**src/rtl/trading_pkg.sv**
```systemverilog
// Shared types and widths for the trading pipeline blocks.
package trading_pkg;
    localparam int PRICE_W = 16;
    localparam int PNL_W   = 32;

    localparam logic SIDE_BUY  = 1'b1;
    localparam logic SIDE_SELL = 1'b0;

    typedef enum logic [1:0] {
        FLAT = 2'd0,
        LONG = 2'd1,
        SEND = 2'd2,
        COOL = 2'd3
    } state_t;
endpackage

```
**src/rtl/pnl_accum.sv**
```systemverilog
// Registered signed accumulation of (exit - entry) on each closed trade.
module pnl_accum
    import trading_pkg::*;
(
    input  logic               clk,
    input  logic               rst_n,
    input  logic               i_en,
    input  logic [PRICE_W-1:0] i_entry,
    input  logic [PRICE_W-1:0] i_exit,
    output logic [PNL_W-1:0]   o_pnl
);
    logic [PRICE_W:0] w_diff;
    logic [PNL_W-1:0] w_diff_ext;
    logic [PNL_W-1:0] r_pnl;

    // 17-bit two's complement difference, sign-extended; the sum wraps mod 2^32
    assign w_diff     = {1'b0, i_exit} - {1'b0, i_entry};
    assign w_diff_ext = {{(PNL_W-PRICE_W-1){w_diff[PRICE_W]}}, w_diff};

    always_ff @(posedge clk or negedge rst_n) begin
        if (!rst_n)    r_pnl <= '0;
        else if (i_en) r_pnl <= r_pnl + w_diff_ext;
    end

    assign o_pnl = r_pnl;
endmodule

```
**src/rtl/order_executor.sv**
```systemverilog
// Turns buy/sell decisions into handshaked long-only market orders with cooldown.
// Optional order abandonment after TIMEOUT_CYCLES when ORDER_TIMEOUT_EN is defined.
module order_executor
    import trading_pkg::*;
#(
    parameter int COOLDOWN_CYCLES = 16,
    parameter int TIMEOUT_CYCLES  = 1024
) (
    input  logic               clk,
    input  logic               rst_n,
    input  logic               buy,
    input  logic               sell,
    input  logic [PRICE_W-1:0] price_now,
    output logic               order_valid,
    input  logic               order_ready,
    output logic               order_side,
    output logic [PRICE_W-1:0] order_price,
    output logic               position,
    output logic [PRICE_W-1:0] entry_price,
    output logic [PNL_W-1:0]   realized_pnl,
    output logic [15:0]        trade_count,
    output logic               busy,
    output logic               order_timeout
);
    localparam int CW = (COOLDOWN_CYCLES < 2) ? 1 : $clog2(COOLDOWN_CYCLES + 1);

    state_t             r_state, w_state_nxt;
    logic [CW-1:0]      r_cool;
    logic               r_side, r_pos;
    logic [PRICE_W-1:0] r_price, r_entry;
    logic [15:0]        r_count;
    logic               w_hs, w_tmo, w_launch, w_side_nxt;
    state_t             w_home;

    assign w_hs   = (r_state == SEND) && order_ready;
    assign w_home = r_pos ? LONG : FLAT;

`ifdef ORDER_TIMEOUT_EN
    localparam int TW = (TIMEOUT_CYCLES < 2) ? 1 : $clog2(TIMEOUT_CYCLES + 1);
    logic [TW-1:0] r_wait;
    logic          r_tmo;

    assign w_tmo = (r_state == SEND) && !order_ready && (r_wait == TW'(TIMEOUT_CYCLES - 1));

    always_ff @(posedge clk or negedge rst_n) begin
        if (!rst_n) begin
            r_wait <= '0;
            r_tmo  <= 1'b0;
        end else begin
            r_wait <= (r_state == SEND) ? r_wait + 1'b1 : '0;
            r_tmo  <= w_tmo;
        end
    end

    assign order_timeout = r_tmo;
`else
    assign w_tmo         = 1'b0;
    assign order_timeout = 1'b0;
`endif

    always_comb begin
        w_state_nxt = r_state;
        w_launch    = 1'b0;
        w_side_nxt  = r_side;
        case (r_state)
            FLAT: if (buy && !sell) begin
                w_state_nxt = SEND;
                w_launch    = 1'b1;
                w_side_nxt  = SIDE_BUY;
            end
            LONG: if (sell && !buy) begin
                w_state_nxt = SEND;
                w_launch    = 1'b1;
                w_side_nxt  = SIDE_SELL;
            end
            SEND: begin
                if (w_hs) begin
                    if (COOLDOWN_CYCLES == 0)
                        w_state_nxt = (r_side == SIDE_BUY) ? LONG : FLAT;
                    else
                        w_state_nxt = COOL;
                end else if (w_tmo) begin
                    w_state_nxt = w_home;
                end
            end
            COOL: if (r_cool <= CW'(1)) w_state_nxt = w_home;
            default: w_state_nxt = FLAT;
        endcase
    end

    always_ff @(posedge clk or negedge rst_n) begin
        if (!rst_n) begin
            r_state <= FLAT;
            r_cool  <= '0;
            r_side  <= 1'b0;
            r_price <= '0;
            r_pos   <= 1'b0;
            r_entry <= '0;
            r_count <= '0;
        end else begin
            r_state <= w_state_nxt;
            if (w_launch) begin
                r_side  <= w_side_nxt;
                r_price <= price_now;
            end
            if (w_hs) begin
                r_cool <= CW'(COOLDOWN_CYCLES);
                r_pos  <= (r_side == SIDE_BUY);
                if (r_side == SIDE_BUY) r_entry <= r_price;
                if (r_count != 16'hFFFF) r_count <= r_count + 16'd1;
            end else if (r_state == COOL) begin
                r_cool <= r_cool - CW'(1);
            end
        end
    end

    pnl_accum u_pnl (
        .clk     (clk),
        .rst_n   (rst_n),
        .i_en    (w_hs && (r_side == SIDE_SELL)),
        .i_entry (r_entry),
        .i_exit  (r_price),
        .o_pnl   (realized_pnl)
    );

    assign order_valid = (r_state == SEND);
    assign busy        = (r_state == SEND) || (r_state == COOL);
    assign order_side  = r_side;
    assign order_price = r_price;
    assign position    = r_pos;
    assign entry_price = r_entry;
    assign trade_count = r_count;
endmodule

```
**config.mk**
```make
export PLATFORM = sky130hd
export DESIGN_NAME = order_executor
export DESIGN_NICKNAME = d
export VERILOG_FILES = /design/src/rtl/trading_pkg.sv /design/src/rtl/pnl_accum.sv /design/src/rtl/order_executor.sv
export SDC_FILE = /design/constraint.sdc
export NUM_CORES = 1
export LEC_CHECK = 0
export CORE_MARGIN = 2
export CORE_UTILIZATION = 54
export DETAILED_ROUTE_END_ITERATION = 7
export HOLD_SLACK_MARGIN = 0.03
export PLACE_DENSITY_LB_ADDON = 0.15
export RECOVER_POWER = 25
export SKIP_CTS_REPAIR_TIMING = 1
export SYNTH_ARGS = -nofsm -noshare
export SYNTH_HDL_FRONTEND = slang
export SYNTH_SLANG_ARGS = --single-unit
export TNS_END_PERCENT = 30
```
**constraint.sdc**
```tcl
create_clock -name clk -period 5.6 [get_ports clk]
set_input_delay 1.12 -clock clk [delete_from_list [all_inputs] [get_ports clk]]
set_output_delay 1.12 -clock clk [all_outputs]
set_load 0.05 [all_outputs]
```
-- Word-level counts from Yosys, hierarchy flattened
Index checks and enable logic that the tools add are counted.
- flip-flop bits (word level): 89
- bits of input ports: 21
- word-level logic and storage cells: 50
- add/subtract/negate cells: 4
- $lt $le $gt $ge: 1
- eq/ne operators: 8
- multiplexer cells: 14
- bitwise operators: 1
- reductions and logical operators: 14
- operator list (kind ; count):
    32-bit adder ; 1
    16-bit by 16-bit subtractor with 17-bit output ; 1
    16-bit by 1-bit adder with 16-bit output, second input constant ; 1
    16-bit inequality test, second input constant ; 1
    5-bit 2-to-1 mux ; 2
    2-bit 2-to-1 mux ; 4
    2-bit case mux with 4 select lines ; 1
    4-bit AND reduction ; 2
    2-bit inequality test, second input constant ; 3
    5-bit by 1-bit less-or-equal comparator with 1-bit output, second input constant ; 1
    1-bit 2-to-1 mux ; 5
    5-bit by 1-bit subtractor with 5-bit output, second input constant ; 1
    2-bit == test, second input constant ; 2
    1-bit logical AND ; 4
    1-bit case mux with 2 select lines ; 2
    2-bit AND reduction ; 2
    2-bit nonzero test ; 2
    2-bit by 1-bit == test with 1-bit output, second input constant ; 1
    1-bit logical NOT ; 2
    2-bit logical NOT ; 1
    2-bit by 1-bit inequality test with 1-bit output, second input constant ; 1
    1-bit logical OR ; 1
    1-bit inverter ; 1

-- Depth between registers and ports, before layout
- depth in word-level cells: 5
- gate-level depth with buffers: 18

-- Hierarchy
A second synthesis with hierarchy kept.
- cell total of the unflattened synthesis: 603
- area, all modules: 6119.6 µm²
- modules (own cells, without submodules) (module ; instances ; cells an instance ; area an instance (µm²)):
    pnl_accum ; 1 ; 406 ; 3567.2
    order_executor ; 1 ; 197 ; 2552.4

-- Worst setup path before layout
OpenSTA, ideal clock, no wires.
- path type: reg2reg
- start point: reg r_price[0], in the netlist order_price[0]
- end point: reg u_pnl.r_pnl[31], in the netlist u_pnl.o_pnl[31]
- library setup time: 0.080 ns
- arrival: 4.195 ns
- required time: 5.520 ns
- path slack: 1.324 ns
- stages on the path, launching flop included: 19
- buffers on the path: 2
- clock period less this slack: 4.276 ns
- path through: dfrtp_1 inv_1 ha_1 fa_1 nor2b_1 o2111ai_1 nand3_1 nand3_1 and3b_1 clkbuf_1 ha_1 clkbuf_1 nand2_1 nor2_1 nand2_1 o21a_1 o31a_1 or4b_4 o211ai_2
- longest elaborated chain between the ends: 2
- ends and longest elaborated chain (element ; RTL line ; RTL):
    start: declaration ; order_executor.sv:30 ; logic [PRICE_W-1:0] r_price, r_entry;
    start signal: assignment ; order_executor.sv:104 ; r_price <= price_now;
    16-bit by 16-bit subtractor with 17-bit output ; pnl_accum.sv:17 ; assign w_diff = {1'b0, i_exit} - {1'b0, i_entry};
    32-bit adder ; pnl_accum.sv:22 ; else if (i_en) r_pnl <= r_pnl + w_diff_ext;
    end signal: assignment ; pnl_accum.sv:22 ;
    end: declaration ; pnl_accum.sv:14 ; logic [PNL_W-1:0] r_pnl;
Every way passes these cells.
A chain may end at the register's enable or synchronous reset.

-- Worst setup path after layout
- start point: reg r_entry[1], in the netlist entry_price[1]
- end point: reg u_pnl.r_pnl[26], in the netlist u_pnl.o_pnl[26]
- longest elaborated chain between the ends: 2
- ends and longest elaborated chain (element ; RTL line ; RTL):
    start: declaration ; order_executor.sv:30 ;
    start signal: assignment ; order_executor.sv:109 ; if (r_side == SIDE_BUY) r_entry <= r_price;
    16-bit by 16-bit subtractor with 17-bit output ; pnl_accum.sv:17 ;
    32-bit adder ; pnl_accum.sv:22 ;
Every way passes these cells.

==> results by group <==
Route
  • Avg WL per Cell: between 15 and 20 um
  • Detailed router's first-iteration violation count: 317
  • Total via count after detailed routing: 5591
  • Avg Vias per Cell: 5.90
  • Iteration count of the initial detailed-routing pass: 5
  • Residual DRC: 0
  • Total wirelength of the detailed-routed design: 16200 um
  • Number of nets with antenna violations after detailed routing: 0

Timing
  • Setup Skew: about 0.0085 ns
  • Final setup violation count: 0
  • Number of hold violations in the final report: 0
  • Worst slew margin relative to its limit: -22.5%
  • Sum of negative setup slack: 0 ns
  • Max Fclk: approximately 220 MHz
  • Transition time at the pin with the least slew margin: 1.84 ns
  • Fin crit share: 79.6%
  • Number of slew-limit violations in the final report: 33
  • Setup repair after global routing missed its margin: false
  • Final Critical Period: 4.45 ns

Die
  • Die Ht: 112 um
  • Core Area: between 10000 and 15000 um2
  • Initial Util: 55.3%
  • DIE AREA: 12500 um2
  • Ports placed on the boundary: 106
  • Die outline width: 112 um
  • Site Rows: 39

Finish
  • Area taken by flip-flops and latches: 2230 um2
  • Commonest cells after routing, fill and taps aside: sky130_fd_sc_hd__clkdlybuf4s50_1, sky130_fd_sc_hd__dfrtp_1, sky130_fd_sc_hd__nand2_1, sky130_fd_sc_hd__ha_1, sky130_fd_sc_hd__a21oi_1
  • Total area of multi-input combinational cells: 3790 um2
  • Fill cell count: 938
  • Final antenna diode count: 0
  • Syn-to-layout area delta: 22.2%
  • Final Net Count: 875
  • Proportion of layout cells with a drive suffix above 1: 8.71%
  • Post-Layout Inst Area: 7680 um2
  • Most frequent standard cell in the layout excluding fill and tap cells: sky130_fd_sc_hd__clkdlybuf4s50_1

Yosys
  • Count of distinct cell types in the synthesized netlist: 67
  • Synth Flop Type: sky130_fd_sc_hd__dfrtp_1
  • Number of flops mapped to enable cells by yosys: 0
  • Number of warning messages in the yosys log: 0
  • Mapped Avg Cell Area: between 8 and 9 um2
  • Syn nets: 785
  • Mapped Cells: 709
  • Register area share after synthesis: 35.4%
  • Share of synthesized flip-flops with an asynchronous set or reset: 100%
  • Flops & latches, synth: 89
  • Post-synth design cell area: between 6000 and 7000 um2

Clock network
  • CTS Root Buffer Type: sky130_fd_sc_hd__clkbuf_16
  • Number of H-tree branching levels: 3
  • Sink count of the clock tree: 89
  • Number of buffers added by the clock tree synthesis step: 9
  • Clock latency at the later pin of the worst-skew pair: 0.35 ns
  • Max Root-Sink Buffers: 2
  • CTS tree: yes
  • Clock slew seen by the registers of the worst setup and hold paths: 0.06 ns

Worst setup path
  • Critical Path Source Type: flip-flop
  • Endpoint type of the worst setup path: flip-flop
  • Depth of the worst register-to-register path: 17
  • Data arrival time of the worst path: 4.66 ns
  • Critical Path Fanout Max: 6
  • Required time of the critical path: 5.80 ns
  • R2r startpoint: entry_price[1]$_DFFE_PN0P_
  • Register-to-register path setup slack: 1.15 ns
  • FF-to-FF End: u_pnl.o_pnl[26]$_DFFE_PN0P_
  • Crit Path Class: flip-flop to flip-flop

Status
  • Violated checks: max-capacitance violations, max-slew violations
  • Outcome: finished with violations

Place
  • Final estimated routing congestion in global placement: 0.873
  • Post-detail-place hpwl: 12300 um
  • Count of input and output buffers: 104
  • Total cell area at the placement stage: 7410 um2

Global route
  • M3 GR Usage: 5.44%
  • Initial antenna violation count: 0
  • Grt ovf: 0
  • Pin count of the biggest net entering global routing: 59
  • Overall Global Routing Usage: 26.3%
  • Layer with the highest usage after global routing: met2
  • Wire length of the first global-routing pass: 26700 um
  • Number of global-route vias before repair: 5519
  • Met2 track utilization from global routing: ~44%
  • Met1 track utilization from global routing: 33.8%

Job
  • Number of max-capacitance violations reported: 1

Worst hold path
  • Worst hold path class: flip-flop to flip-flop
  • Hold Path End: trade_count[15]$_DFFE_PN0P_
  • Hold Crit Start: trade_count[15]$_DFFE_PN0P_
  • Cell depth of the worst min-delay path: 1
critical path, stage by stage (launching register included):
cell and delay, ns:
sky130_fd_sc_hd__dfrtp_1 0.41, sky130_fd_sc_hd__inv_1 0.06, sky130_fd_sc_hd__ha_1 0.27, sky130_fd_sc_hd__nor2b_1 0.11, sky130_fd_sc_hd__o21ai_0 0.10, sky130_fd_sc_hd__a21boi_0 0.26
sky130_fd_sc_hd__o21ai_0 0.20, sky130_fd_sc_hd__a211oi_2 0.47, sky130_fd_sc_hd__nor4_1 0.09, sky130_fd_sc_hd__a311o_1 0.37, sky130_fd_sc_hd__ha_1 0.37, sky130_fd_sc_hd__a21oi_1 0.27
sky130_fd_sc_hd__o21ai_0 0.13, sky130_fd_sc_hd__a221oi_1 0.30, sky130_fd_sc_hd__o21ai_1 0.22, sky130_fd_sc_hd__a31oi_1 0.39, sky130_fd_sc_hd__xor2_1 0.18, sky130_fd_sc_hd__o21ai_0 0.08
registers in the layout, indices dropped and copies added (netlist names):
signal	flops
entry_price	16
order_price	16
order_side	1
position	1
r_cool	5
r_state	2
trade_count	16
u_pnl.o_pnl	32
cell type report:
cell class | instances | share of cell area, %
Clock buffer | 10 | 3.11
Clock inverter | 6 | 0.521
Inverter | 40 | 1.95
Multi-Input combinational cell | 552 | 49.4
Sequential cell | 89 | 29.0
Tap cell | 143 | 2.33
Timing Repair Buffer | 107 | 13.7
how the worst max path moves through the flow:
stage	startpoint	to	slack, ns
floorplan	order_price[0]$_DFFE_PN0P_	u_pnl.o_pnl[31]$_DFFE_PN0P_	1.32
global placement	entry_price[1]$_DFFE_PN0P_	u_pnl.o_pnl[26]$_DFFE_PN0P_	1.40
detailed placement	entry_price[1]$_DFFE_PN0P_	u_pnl.o_pnl[26]$_DFFE_PN0P_	1.22
CTS	entry_price[1]$_DFFE_PN0P_	u_pnl.o_pnl[26]$_DFFE_PN0P_	1.19
global route	entry_price[1]$_DFFE_PN0P_	u_pnl.o_pnl[26]$_DFFE_PN0P_	0.77
finish	entry_price[1]$_DFFE_PN0P_	u_pnl.o_pnl[26]$_DFFE_PN0P_	1.15
layer usage:
| metal | wire [um] | vias up |
|---|---|---|
| li1 | - | 2721 |
| met1 | 7180 | 2675 |
| met2 | 7700 | 163 |
| met3 | 974 | 32 |
| met4 | 388 | 0 |
| met5 | 0 | - |
cells in the mapped netlist, drive strengths merged, types with 5 or more instances:
master / count / area [um2]
a211oi: 5 / 47.5
a21o: 18 / 136
a21oi: 52 / 260
and3: 13 / 86.3
buf: 13 / 65.1
clkbuf: 15 / 56.3
dfrtp: 89 / 2230
ha: 53 / 663
inv: 40 / 150
mux2: 30 / 338
nand2: 86 / 325
nand2b: 5 / 31.3
nand3: 23 / 115
nand4: 10 / 62.6
nor2: 44 / 165
nor2b: 6 / 45.0
nor3: 14 / 70.1
nor4: 6 / 37.5
o211ai: 6 / 55.1
o21a: 7 / 52.6
o21ai: 59 / 303
o21bai: 9 / 67.6
o31ai: 5 / 42.5
xnor2: 33 / 289
xor2: 13 / 114
stage by stage:
stage,setup slack (ns),std cells,hold slack (ns),util [%]
2_1_floorplan,1.32,709,0.489,-
3_3_place_gp,1.40,931,0.481,65.2
3_5_place_dp,1.22,931,0.481,65.2
4_1_cts,1.19,947,0.496,67.6
5_1_grt,0.769,947,0.527,67.6
6_report,1.15,947,0.500,67.6
logic make-up (layout without fill, tap and decap cells):
family | Yosys count | count (layout) | synth area share [%]
buf+inv | 68 | 163 | 4.32
simple gates | 225 | 225 | 17.1
xor+xnor | 46 | 46 | 6.41
fa+ha+maj | 55 | 55 | 11.2
other cells | 1 | 1 | 0.0596
flops | 89 | 89 | 35.4
mux | 30 | 30 | 5.37
compound gates | 195 | 195 | 20.2
Power is left out: the tool's default activity adds up to more than one toggle a clock period on the data nets, which glitch-free logic cannot reach.
